## src/rtl/mux_sel_pipe.sv

```systemverilog
// ============================================================================
// mux_sel_pipe : N-channel selector, registered 2-entry output buffer, valid/ready.
// Optional macro MUX_SEL_PIPE_PARITY_EN adds q_par.            Revision: 1.0
// ============================================================================
`default_nettype none

module mux_sel_pipe #(
    parameter int N     = 16,
    parameter int CH    = 16,
    parameter int SEL_W = 4
) (
    input  logic              clk,
    input  logic              rst_n,
    input  logic [CH*N-1:0]   r_bus,
    input  logic [SEL_W-1:0]  selecm,
    input  logic              sel_valid,
    output logic              sel_ready,
    output logic [N-1:0]      q,
    output logic              q_err,
    output logic              q_valid,
    input  logic              q_ready
`ifdef MUX_SEL_PIPE_PARITY_EN
    ,
    output logic              q_par
`endif
);

    generate
        if ((1 << SEL_W) < CH) begin : g_sel_w_check
            $error("mux_sel_pipe: SEL_W too narrow for CH");
        end
    endgenerate

    typedef enum logic [1:0] {
        EMPTY = 2'd0,
        ONE   = 2'd1,
        FULL  = 2'd2
    } state_t;

    state_t          r_state;
    logic [N-1:0]    r_skid;
    logic            r_skid_err;
    logic [N-1:0]    w_cap_data;
    logic            w_cap_err;
    logic            w_accept;
    logic            w_pop;

    // Out-of-range selects fall through to channel 0 with the error bit set.
    always_comb begin
        w_cap_data = r_bus[N-1:0];
        w_cap_err  = 1'b1;
        for (int k = 0; k < CH; k++) begin
            if (selecm == SEL_W'(k)) begin
                w_cap_data = r_bus[k*N +: N];
                w_cap_err  = 1'b0;
            end
        end
    end

    assign sel_ready = (r_state != FULL);
    assign q_valid   = (r_state != EMPTY);
    assign w_accept  = sel_valid & sel_ready;
    assign w_pop     = q_valid & q_ready;

`ifdef MUX_SEL_PIPE_PARITY_EN
    logic r_skid_par;
    logic w_cap_par;
    assign w_cap_par = ^w_cap_data;
`endif

    always_ff @(posedge clk) begin
        if (!rst_n) begin
            r_state    <= EMPTY;
            q          <= '0;
            q_err      <= 1'b0;
            r_skid     <= '0;
            r_skid_err <= 1'b0;
`ifdef MUX_SEL_PIPE_PARITY_EN
            q_par      <= 1'b0;
            r_skid_par <= 1'b0;
`endif
        end else begin
            case (r_state)
                EMPTY: begin
                    if (w_accept) begin
                        q       <= w_cap_data;
                        q_err   <= w_cap_err;
`ifdef MUX_SEL_PIPE_PARITY_EN
                        q_par   <= w_cap_par;
`endif
                        r_state <= ONE;
                    end
                end
                ONE: begin
                    if (w_accept && w_pop) begin
                        q     <= w_cap_data;
                        q_err <= w_cap_err;
`ifdef MUX_SEL_PIPE_PARITY_EN
                        q_par <= w_cap_par;
`endif
                    end else if (w_accept) begin
                        r_skid     <= w_cap_data;
                        r_skid_err <= w_cap_err;
`ifdef MUX_SEL_PIPE_PARITY_EN
                        r_skid_par <= w_cap_par;
`endif
                        r_state    <= FULL;
                    end else if (w_pop) begin
                        r_state <= EMPTY;
                    end
                end
                FULL: begin
                    if (w_pop) begin
                        q       <= r_skid;
                        q_err   <= r_skid_err;
`ifdef MUX_SEL_PIPE_PARITY_EN
                        q_par   <= r_skid_par;
`endif
                        r_state <= ONE;
                    end
                end
                default: r_state <= EMPTY;
            endcase
        end
    end

endmodule

`default_nettype wire

```

## config.mk

```make
export PLATFORM = sky130hd
export DESIGN_NAME = mux_sel_pipe
export DESIGN_NICKNAME = d
export VERILOG_FILES = /design/src/rtl/mux_sel_pipe.sv
export SDC_FILE = /design/constraint.sdc
export NUM_CORES = 1
export LEC_CHECK = 0
export CELL_PAD_IN_SITES_DETAIL_PLACEMENT = 1
export CELL_PAD_IN_SITES_GLOBAL_PLACEMENT = 2
export CORE_MARGIN = 2
export CORE_UTILIZATION = 17
export DETAILED_ROUTE_END_ITERATION = 10
export PLACE_DENSITY_LB_ADDON = 0.1
export REMOVE_ABC_BUFFERS = 1
export SETUP_SLACK_MARGIN = 0.1
export SYNTH_ARGS = -nofsm -noshare
export SYNTH_HDL_FRONTEND = slang
export SYNTH_SLANG_ARGS = --single-unit
```

## constraint.sdc

```tcl
create_clock -name clk -period 1.8 [get_ports clk]
set_input_delay 0.27 -clock clk [delete_from_list [all_inputs] [get_ports clk]]
set_output_delay 0.27 -clock clk [all_outputs]
set_load 0.01 [all_outputs]
```

After elaboration in Yosys (flattened, before gate mapping)
Cells that the tools add are included.
{ "op_classes": {"eq_ne": 23, "muxes": 45, "n_bitwise": 3, "reduce_logical": 8} }
{ "ops": {"columns": ["operator", "count"], "rows": [
  ["2-to-1 mux 16 bit", 18],
  ["one-hot mux 16 bit (3 select lines)", 1],
  ["equality test 4 bit, second input constant", 8],
  ["2-to-1 mux 1 bit", 19],
  ["equality test 4 x 3 -> 1 bit, second input constant", 4],
  ["2-to-1 mux 2 bit", 5],
  ["!= test 2 bit, second input constant", 5],
  ["equality test 4 x 2 -> 1 bit, second input constant", 2],
  ["AND reduction 4 bit", 2],
  ["one-hot mux 2 bit (3 select lines)", 1],
  ["equality test 4 x 1 -> 1 bit, second input constant", 1],
  ["logical NOT 4 bit", 1],
  ["!= test 3 bit, second input constant", 1],
  ["one-hot mux 1 bit (3 select lines)", 1],
  ["AND reduction 3 bit", 1],
  ["nonzero test 3 bit", 1],
  ["AND 1 bit", 2],
  ["equality test 2 x 1 -> 1 bit, second input constant", 1],
  ["equality test 2 bit, second input constant", 1],
  ["logical NOT 2 bit", 1],
  ["nonzero test 2 bit", 1],
  ["logical AND 1 bit", 1],
  ["inverter 1 bit", 1]
]} }
{ "totals": {"reg_bits": 36, "input_bits": 264, "output_inout_bits": 19, "word_cells": 84} }

Logic depth before layout (Yosys ltp)
Gate-level depths: netlist of the first run.
{ "depth": {"depth_word": 19, "depth_mapped": 10, "depth_no_buf": 6} }

Least setup slack after synthesis of the first run
OpenSTA, ideal clock, no wires.
{ "synth_path": {"kind": "input -> register", "start": "input port selecm[2]", "end": "register r_skid[2]", "setup_time_ns": 0.120, "arrival_time_ns": 1.598, "required_ns": 1.680, "path_slack_ns": 0.082, "stages": 8, "path_buffers": 2, "cell_sequence": "buf_4 -> or3b_1 -> clkbuf_1 -> a211oi_1 -> a211o_1 -> a32oi_1 -> a211oi_1 -> nor2_1"} }
{ "synth_between": {"elab_chain_cells": 16, "elab_cells_between_ends": 30, "classes_between": "15 x eq/ne; 15 x mux"} }
{ "synth_rtl": {"columns": ["element", "line_no", "source"], "rows": [
  ["from (decl)", "15", "input logic [SEL_W-1:0] selecm,"],
  ["equality test 4 x 1 -> 1 bit", "53", "if (selecm == SEL_W'(k)) begin"],
  ["2-to-1 mux 16 bit (14 in a row)", "53", null],
  ["2-to-1 mux 16 bit *", "53", null],
  ["to (signal assigned)", "102", "r_skid <= w_cap_data;"],
  ["to (decl)", "41", "logic [N-1:0] r_skid;"]
]} }
Every way passes the cells marked *; elsewhere a longest branch is shown, timed or not.
A chain may end at the register's enable or synchronous reset.

Worst setup path after layout of the first run
{ "layout_path": {"start": "input port selecm[0]", "end": "register q[9]"} }
{ "layout_between": {"elab_chain_cells": 18, "elab_cells_between_ends": 33, "classes_between": "15 x eq/ne; 18 x mux"} }
{ "layout_rtl": {"columns": ["element", "line_no", "source"], "rows": [
  ["equality test 4 x 1 -> 1 bit", "53", null],
  ["2-to-1 mux 16 bit (14 in a row)", "53", null],
  ["2-to-1 mux 16 bit *", "53", null],
  ["2-to-1 mux 16 bit, on equally long branches", "95, 85", null],
  ["one-hot mux 16 bit (3 select lines) *", "83", "case (r_state)"],
  ["to (signal assigned)", "86", "q <= w_cap_data;"],
  ["to (signal assigned)", "96", "q <= w_cap_data;"],
  ["to (signal assigned)", "114", "q <= r_skid;"],
  ["to (decl)", "18", "output logic [N-1:0] q,"]
]} }
Every way passes the cells marked *; elsewhere a longest branch is shown, timed or not. The select of a mux whose other input is x is not followed.

==> results.md, run 1 <==
* Status: complete, no violations
* H-tree lvl count at 2
* Largest net degree at the start of global routing at 37
* Die height at 168 µm
* CP dominant cell by count: buf_4
* Worst-skew pair later-pin latency at between 0.2 and 0.3 ns
* Reg-to-Reg End: q[5]
* CTS clk-pin slew, worst paths at 0.06 ns
* Startpoint Class: input port
* Core area at between 20000 and 30000 µm²
* Ports at about 280
* Crit path largest cell delay at roughly 0.35 ns
* Max FO, Critical Path at 7
* First-pass GRT wire length at 42.7 mm
* Post-Synthesis Cells at around 620
* Worst r2r src: r_state[0]
* Routed Antenna Nets at 0
* Drt first pass iters at 4
* Worst hold margin at ~0.46 ns
* Clock Tree Buf Depth at 2
* I/O Buffers at 282
* CTS tree: built
* RSZ-0062 raised after global routing: yes
* Synthesized area per cell at approximately 7.4 µm²
* CP required at between 1.5 and 2 ns
* Initial Util at 0.171
* Hold-fix buffers, CTS at 0
* Layout cell share with drive strength beyond 1 at 0.271
* Final Max Tran Viols at 0
* Die Area at approximately 28000 µm²
* Die width at 168 µm
* Antenna violations before repair at 7
* Rows at 60
* Max cap viols at 0
* Wire per inst at 21.4 µm
* CP Launch Point: selecm[0]
* P&R area growth vs syn at 107%
* Reg2Reg Depth at 8
* Final setup margin at between 0.1 and 0.15 ns
* Dpl cells at between 1k and 1.5k
* Num CTS Buffers at 5
* Fin cells at 1358
* Residual DRC at 0
* GP Congestion at roughly 0.8
* Warnings from Yosys at 0
* Slew margin rel. at 0.743
* Total gr overflow at 0
* Place WS at -0.515 ns
* Period utilization at 0.940
* Initial drt markers at ~260
* Number of global-route vias before repair at between 7k and 8k
* P per Cell Area at between 400 and 500 nW/µm²
* Syn Std Cell Area at between 4000 and 5000 µm²
* Top_reg_cell synth: dfxtp_1
* End of the critical path: q[9]
* HP Class: flop to flop
* Worst-path cell chain: buf_16 > buf_4 > mux2_4 > a221o_1 > a32o_2 > a31oi_1 > buf_4 > a221oi_1
* Post-synthesis sequential area ratio at 0.157
* Final Skew at around 0.0057 ns
* Nets@finish at 1274
* Leak pwr at around 3.7 nW
* Global Route Usage Sum at 0.196
* R2r setup slk at just under 0.3 ns
* Data arrival, critical path at around 1.8 ns
* Avg Vias per Cell at slightly below 5
* Final hold viol count at 0
* Final HPWL DP at roughly 25 mm
* Setup violators final at 0
* Final WL at 29.0 mm
* Cell variety after synth at 63
* Peak Freq at slightly below 0.6 GHz
* CTS Sinks at 36
* Post-synth EDFFs at 0
* Via count at approximately 6.5k
* CP Class: input port to flop
* Ys async rst share at 0
* Period minus WS final at between 1.5 and 2 ns
* TNS Setup at 0 ns
* Synthesis-stage register bit count at 36
* Worst-Margin Slew at about 0.39 ns
* Max IR drop VDD at between 0.0002 and 0.0003 V
* Kind of end point of the critical path: flop
* Power Total at 4.06 mW
* Root Driver: clkbuf_16
* Critical path's slowest cell: a221o_1
state kept, by name (all words and copies together) (netlist names):
name        cells
q              16
q_err           1
r_skid         16
r_skid_err      1
r_state         2
power breakdown:
part	internal (mW)	total [mW]	switching, mW	leakage (nW)
Combinational	1.26	2.18	0.923	3.37
Clock	0.651	0.990	0.338	0.0809
Sequential	0.854	0.893	0.0394	0.296
area by class of cell:
type	count	area [µm²]
fill	3182	17300
inverter	12	52.6
antenna	6	15.0
clock buffer	6	129
sequential	36	723
timing repair buffer	441	4240
tap	341	427
multi-input combinational	514	3850
clock inverter	2	35.0
cells by family after synthesis:
kind of cell           synth area share
and+or+nand+nor                   0.201
buffers and inverters            0.0902
muxes                             0.154
AOI/OAI and AO/OA                 0.398
DFF                               0.157
layout by cell type (no fill, tap or decap), types with 14 or more instances in the layout:
cell and instances:
nor2b_1 14, buf_4 139, nand2_1 46, mux2i_1 43
o21ai_0 35, o21ai_1 16, nor2_1 39, a21oi_1 53
clkdlybuf4s50_1 266, dfxtp_1 34, nand3_1 28
worst max-delay path, delay by kind of cell:
family | cells | cell delay (ns)
buffers and inverters | 3 | 0.43
AOI/OAI and AO/OA | 4 | 0.85
muxes | 1 | 0.28
cell usage after synthesis, drive strengths merged, types with 13 or more instances:
master,number,share of area
nor2b,18,0.025
a21oi,55,0.060
nand2b,13,0.018
mux2i,50,0.11
nand3,28,0.031
clkbuf,22,0.018
o21ai,57,0.062
a221oi,16,0.037
buf,39,0.062
nor2,45,0.037
dfxtp,36,0.16
a211oi,17,0.028
nand2,50,0.041
per-stage QoR:
step / utilization / area (µm²)
final: 0.354 / 9470
after global routing: 0.354 / 9470
after CTS: 0.338 / 9050
after detailed placement: 0.325 / 8680
after global placement: 0.325 / 8680
after floorplan: - / 4210
per-layer routing:
layer	wire (µm)	GRT usage	up-vias
met3	1260	0.0275	20
met4	329	0.0476	2
met1	12200	0.237	3170
li1	-	-	3190
met5	16	0	-
met2	15200	0.365	167
what timing repair did:
action	in CTS	in global routing
buffers inserted	1	9
resized for setup	57	66
gates cloned	0	2
pin swaps	14	24
endpoints found under the setup margin	33	33
how the worst min path moves through the flow:
stage,depth (start not counted),from,to
5_1_grt,2,r_skid[10],r_skid[10]
2_1_floorplan,1,q_ready,r_state[1]
3_3_place_gp,2,q_err,q_err
4_1_cts,2,r_skid[5],r_skid[5]
6_report,2,r_skid[10],r_skid[10]
3_5_place_dp,2,r_skid[5],r_skid[5]
(Power assumes the default switching activity.)
==> inputs of run 2 (changes only) <==
ABC_AREA = 1   (was unset)
CORE_UTILIZATION = 15   (was 17)
CTS_CLUSTER_SIZE = 28   (was unset)
RECOVER_POWER = 25   (was unset)
==> results.md, run 2 <==
* Fin cells at 1665 (was 1358)
* Commonest non-fill, non-tap cells in the layout: nand2_1 (324), clkdlybuf4s50_1 (274), inv_1 (104), nor2_1 (101), buf_4 (67) (was clkdlybuf4s50_1 (266), buf_4 (139), a21oi_1 (53), nand2_1 (46), mux2i_1 (43))
* Post-synthesis sequential area ratio at 0.157 (about the same)
* Die height at 179 µm (was 168 µm)
* CP Class: input port to flop (unchanged)
* Period minus WS final at 2.14 ns (was 1.69 ns)
* HP Class: flop to flop (unchanged)
* Fill cells at 3839 (was 3182)
* Layout cell share with drive strength beyond 1 at 0.214 (was 0.271)
* Multi-input gate area at 3720 µm² (was 3850 µm²)
* Routed Antenna Nets at 0 (unchanged)
* CTS tree: built (unchanged)
* Initial drt markers at 205 (was 256)
* Startpoint Class: input port (unchanged)
* Final setup margin at -0.338 ns (was 0.108 ns)
* Residual DRC at 0 (unchanged)
* Max IR drop VDD at 0.000274 V (was 0.000260 V)
* Worst-Margin Slew at 0.387 ns (was 0.386 ns)
* TNS Setup at -7.58 ns (was 0 ns)
* H-tree lvl count at 2 (unchanged)
* Dpl cells at 1637 (was 1332)
* Synthesis-stage register bit count at 36 (unchanged)
* Status: finished, violations left (was complete, no violations)
* GP Congestion at 0.800 (was 0.812)
* Drt first pass iters at 4 (unchanged)
* Clock Tree Buf Depth at 2 (unchanged)
* Commonest non-fill, non-tap cell in the layout: nand2_1 (was clkdlybuf4s50_1)
* Max FO, Critical Path at 6 (was 7)
* Global Route Usage Sum at 0.174 (was 0.196)
* Kind of end point of the critical path: flop (unchanged)
* R2r setup slk at 0.11 ns (was 0.29 ns)
* Die width at 179 µm (was 168 µm)
* Failing checks: setup timing
* Avg Vias per Cell at 4.14 (was 4.82)
* Top cells by instance count after synthesis: nand2_1 (373), nor2_1 (112), inv_1 (106), nand3_1 (106), a21oi_1 (50) (was a21oi_1 (55), mux2i_1 (50), nand2_1 (50), nor2_1 (44))
* Cell variety after synth at 26 (was 63)
* Ports at 283 (unchanged)
* P&R area growth vs syn at 102% (was 107%)
* Worst-skew pair later-pin latency at 0.29 ns (was 0.28 ns)
* Nets@finish at 1537 (was 1274)
* Final HPWL DP at 23.0 mm (was 24.6 mm)
* Max cap viols at 0 (unchanged)
* Data arrival, critical path at 2.33 ns (was 1.84 ns)
* Post-synth EDFFs at 0 (unchanged)
* Setup violators final at 33 (was 0)
* Wire per inst at 16.9 µm (was 21.4 µm)
* Total gr overflow at 0 (unchanged)
* Final Max Tran Viols at 0 (unchanged)
* Die Area at 32000 µm² (was 28300 µm²)
* Final WL at 28.1 mm (was 29.0 mm)
* Syn Std Cell Area at 4580 µm² (about the same)
* Number of global-route vias before repair at 7361 (was 7241)
* Count leader, synth: nand2_1 (was a21oi_1)
* CP required at 1.99 ns (was 1.95 ns)
* First-pass GRT wire length at 42.4 mm (was 42.7 mm)
* P per Cell Area at 410 nW/µm² (was 429 nW/µm²)
* RSZ-0062 raised after global routing: yes (unchanged)
* CTS Sinks at 36 (unchanged)
* Register area at 722 µm² (was 723 µm²)
* Period utilization at 1.19 (was 0.940)
* Leak pwr at 4.37 nW (was 3.74 nW)
* Synthesized area per cell at 4.91 µm² (was 7.35 µm²)
* Area contributors post-synth: nand2_1 (31%), dfxtp_1 (16%), nand3_1 (12%), nor2_1 (9.2%), inv_1 (8.7%) (was dfxtp_1 (16%), mux2i_1 (11%), a21oi_1 (6.0%), nand2_1 (4.1%), o21ai_0 (3.9%))
* Ys async rst share at 0 (unchanged)
* Top_reg_cell synth: dfxtp_1 (unchanged)
* Num CTS Buffers at 5 (unchanged)
* Root Driver: clkbuf_16 (unchanged)
* Warnings from Yosys at 0 (unchanged)
* Via count at 6890 (was 6549)
* Biggest regs: q: 16 flops, r_skid: 16 flops, r_state: 2 flops (unchanged)
* Core area at 29900 µm² (was 26700 µm²)
* Post-Synthesis Cells at 934 (was 623)
* Initial Util at 0.153 (was 0.171)
* Synth top area share at 0.305 (was 0.157)
* Hold-fix buffers, CTS at 0 (unchanged)
* Final hold viol count at 0 (unchanged)
* Peak Freq at 0.468 GHz (was 0.591 GHz)
* Synth area leader: nand2_1 (was dfxtp_1)
* Antenna violations before repair at 6 (was 7)
* Slew margin rel. at 0.742 (was 0.743)
* Rows at 63 (was 60)
* Largest net degree at the start of global routing at 33 (was 37)
* I/O Buffers at 282 (unchanged)
* CTS clk-pin slew, worst paths at 0.06 ns (about the same)
* Final Skew at 0.00230 ns (was 0.00568 ns)
## run 2: final cells by class
type	count	area share
timing repair buffer	377	0.404
multi-input combinational	738	0.401
sequential	36	0.0780
tap	390	0.0527
inverter	115	0.0474
clock buffer	6	0.0150
clock inverter	2	0.00108
antenna	1	0.000270
## run 2: worst max-delay path, cell delays in order
cell and delay (ns):
buf_8 0.11, nor2_4 0.17, nand2_4 0.10, buf_12 0.14, buf_8 0.12, o211ai_1 0.25, nand2_1 0.11, nand2_2 0.09
nand2_1 0.05, nand2_1 0.07, nand2_1 0.07, nand3_2 0.07, nand3_2 0.06, nand2_2 0.07, nand2_1 0.04, nand2_1 0.06
nand2_1 0.04, nand2_1 0.08, nand2_1 0.07, nand2_2 0.08, nand3_2 0.06, nand2_2 0.09, nand2_1 0.05
## run 2: metal layers
layer  track usage  wire length [µm]
met2         0.296             13000
met5             0                55
met3        0.0388              1720
met4        0.0125               168
met1         0.233             13100
## run 2: cells by family (layout without fill, tap and decap cells)
logic type / count (synthesis) / count (layout) / share of synthesized area
buffers and inverters: 161 / 500 / 0.139
AO/OA/AOI/OAI: 97 / 97 / 0.119
flip-flops: 36 / 36 / 0.157
other: 0 / 1 / 0
AND/OR/NAND/NOR: 640 / 641 / 0.584
## run 2: repair_timing
item	in CTS	in global routing
gates resized for setup	92	90
setup buffers	15	4
setup endpoints to repair	33	34
cloned	1	0
pin swaps	20	72
## run 2: report_power, final
part	switching (mW)	internal [mW]
logic	0.894	1.07
registers	0.0372	0.874
clock network	0.376	0.547
## run 2: final timing paths
kind	from	depth (start not counted)	to
worst min register to register	r_skid_err	2	r_skid_err
worst min-delay path	r_skid_err	2	r_skid_err
worst max register to register	r_state[1]	10	q[8]
worst max-delay path	selecm[3]	23	q[1]
## run 2: per-stage QoR
step / area [µm²] / power, mW / setup WS, ns / util / hold slack, ns
2_1_floorplan: 4380 / 1.61 / -0.747 / - / 0.368
3_3_place_gp: 8390 / 2.74 / -1.23 / 0.281 / 0.425
3_5_place_dp: 8390 / 2.74 / -1.23 / 0.281 / 0.434
4_1_cts: 8890 / 3.77 / -0.377 / 0.298 / 0.443
5_1_grt: 9260 / 4.09 / -0.554 / 0.310 / 0.462
6_report: 9260 / 3.80 / -0.338 / 0.310 / 0.439
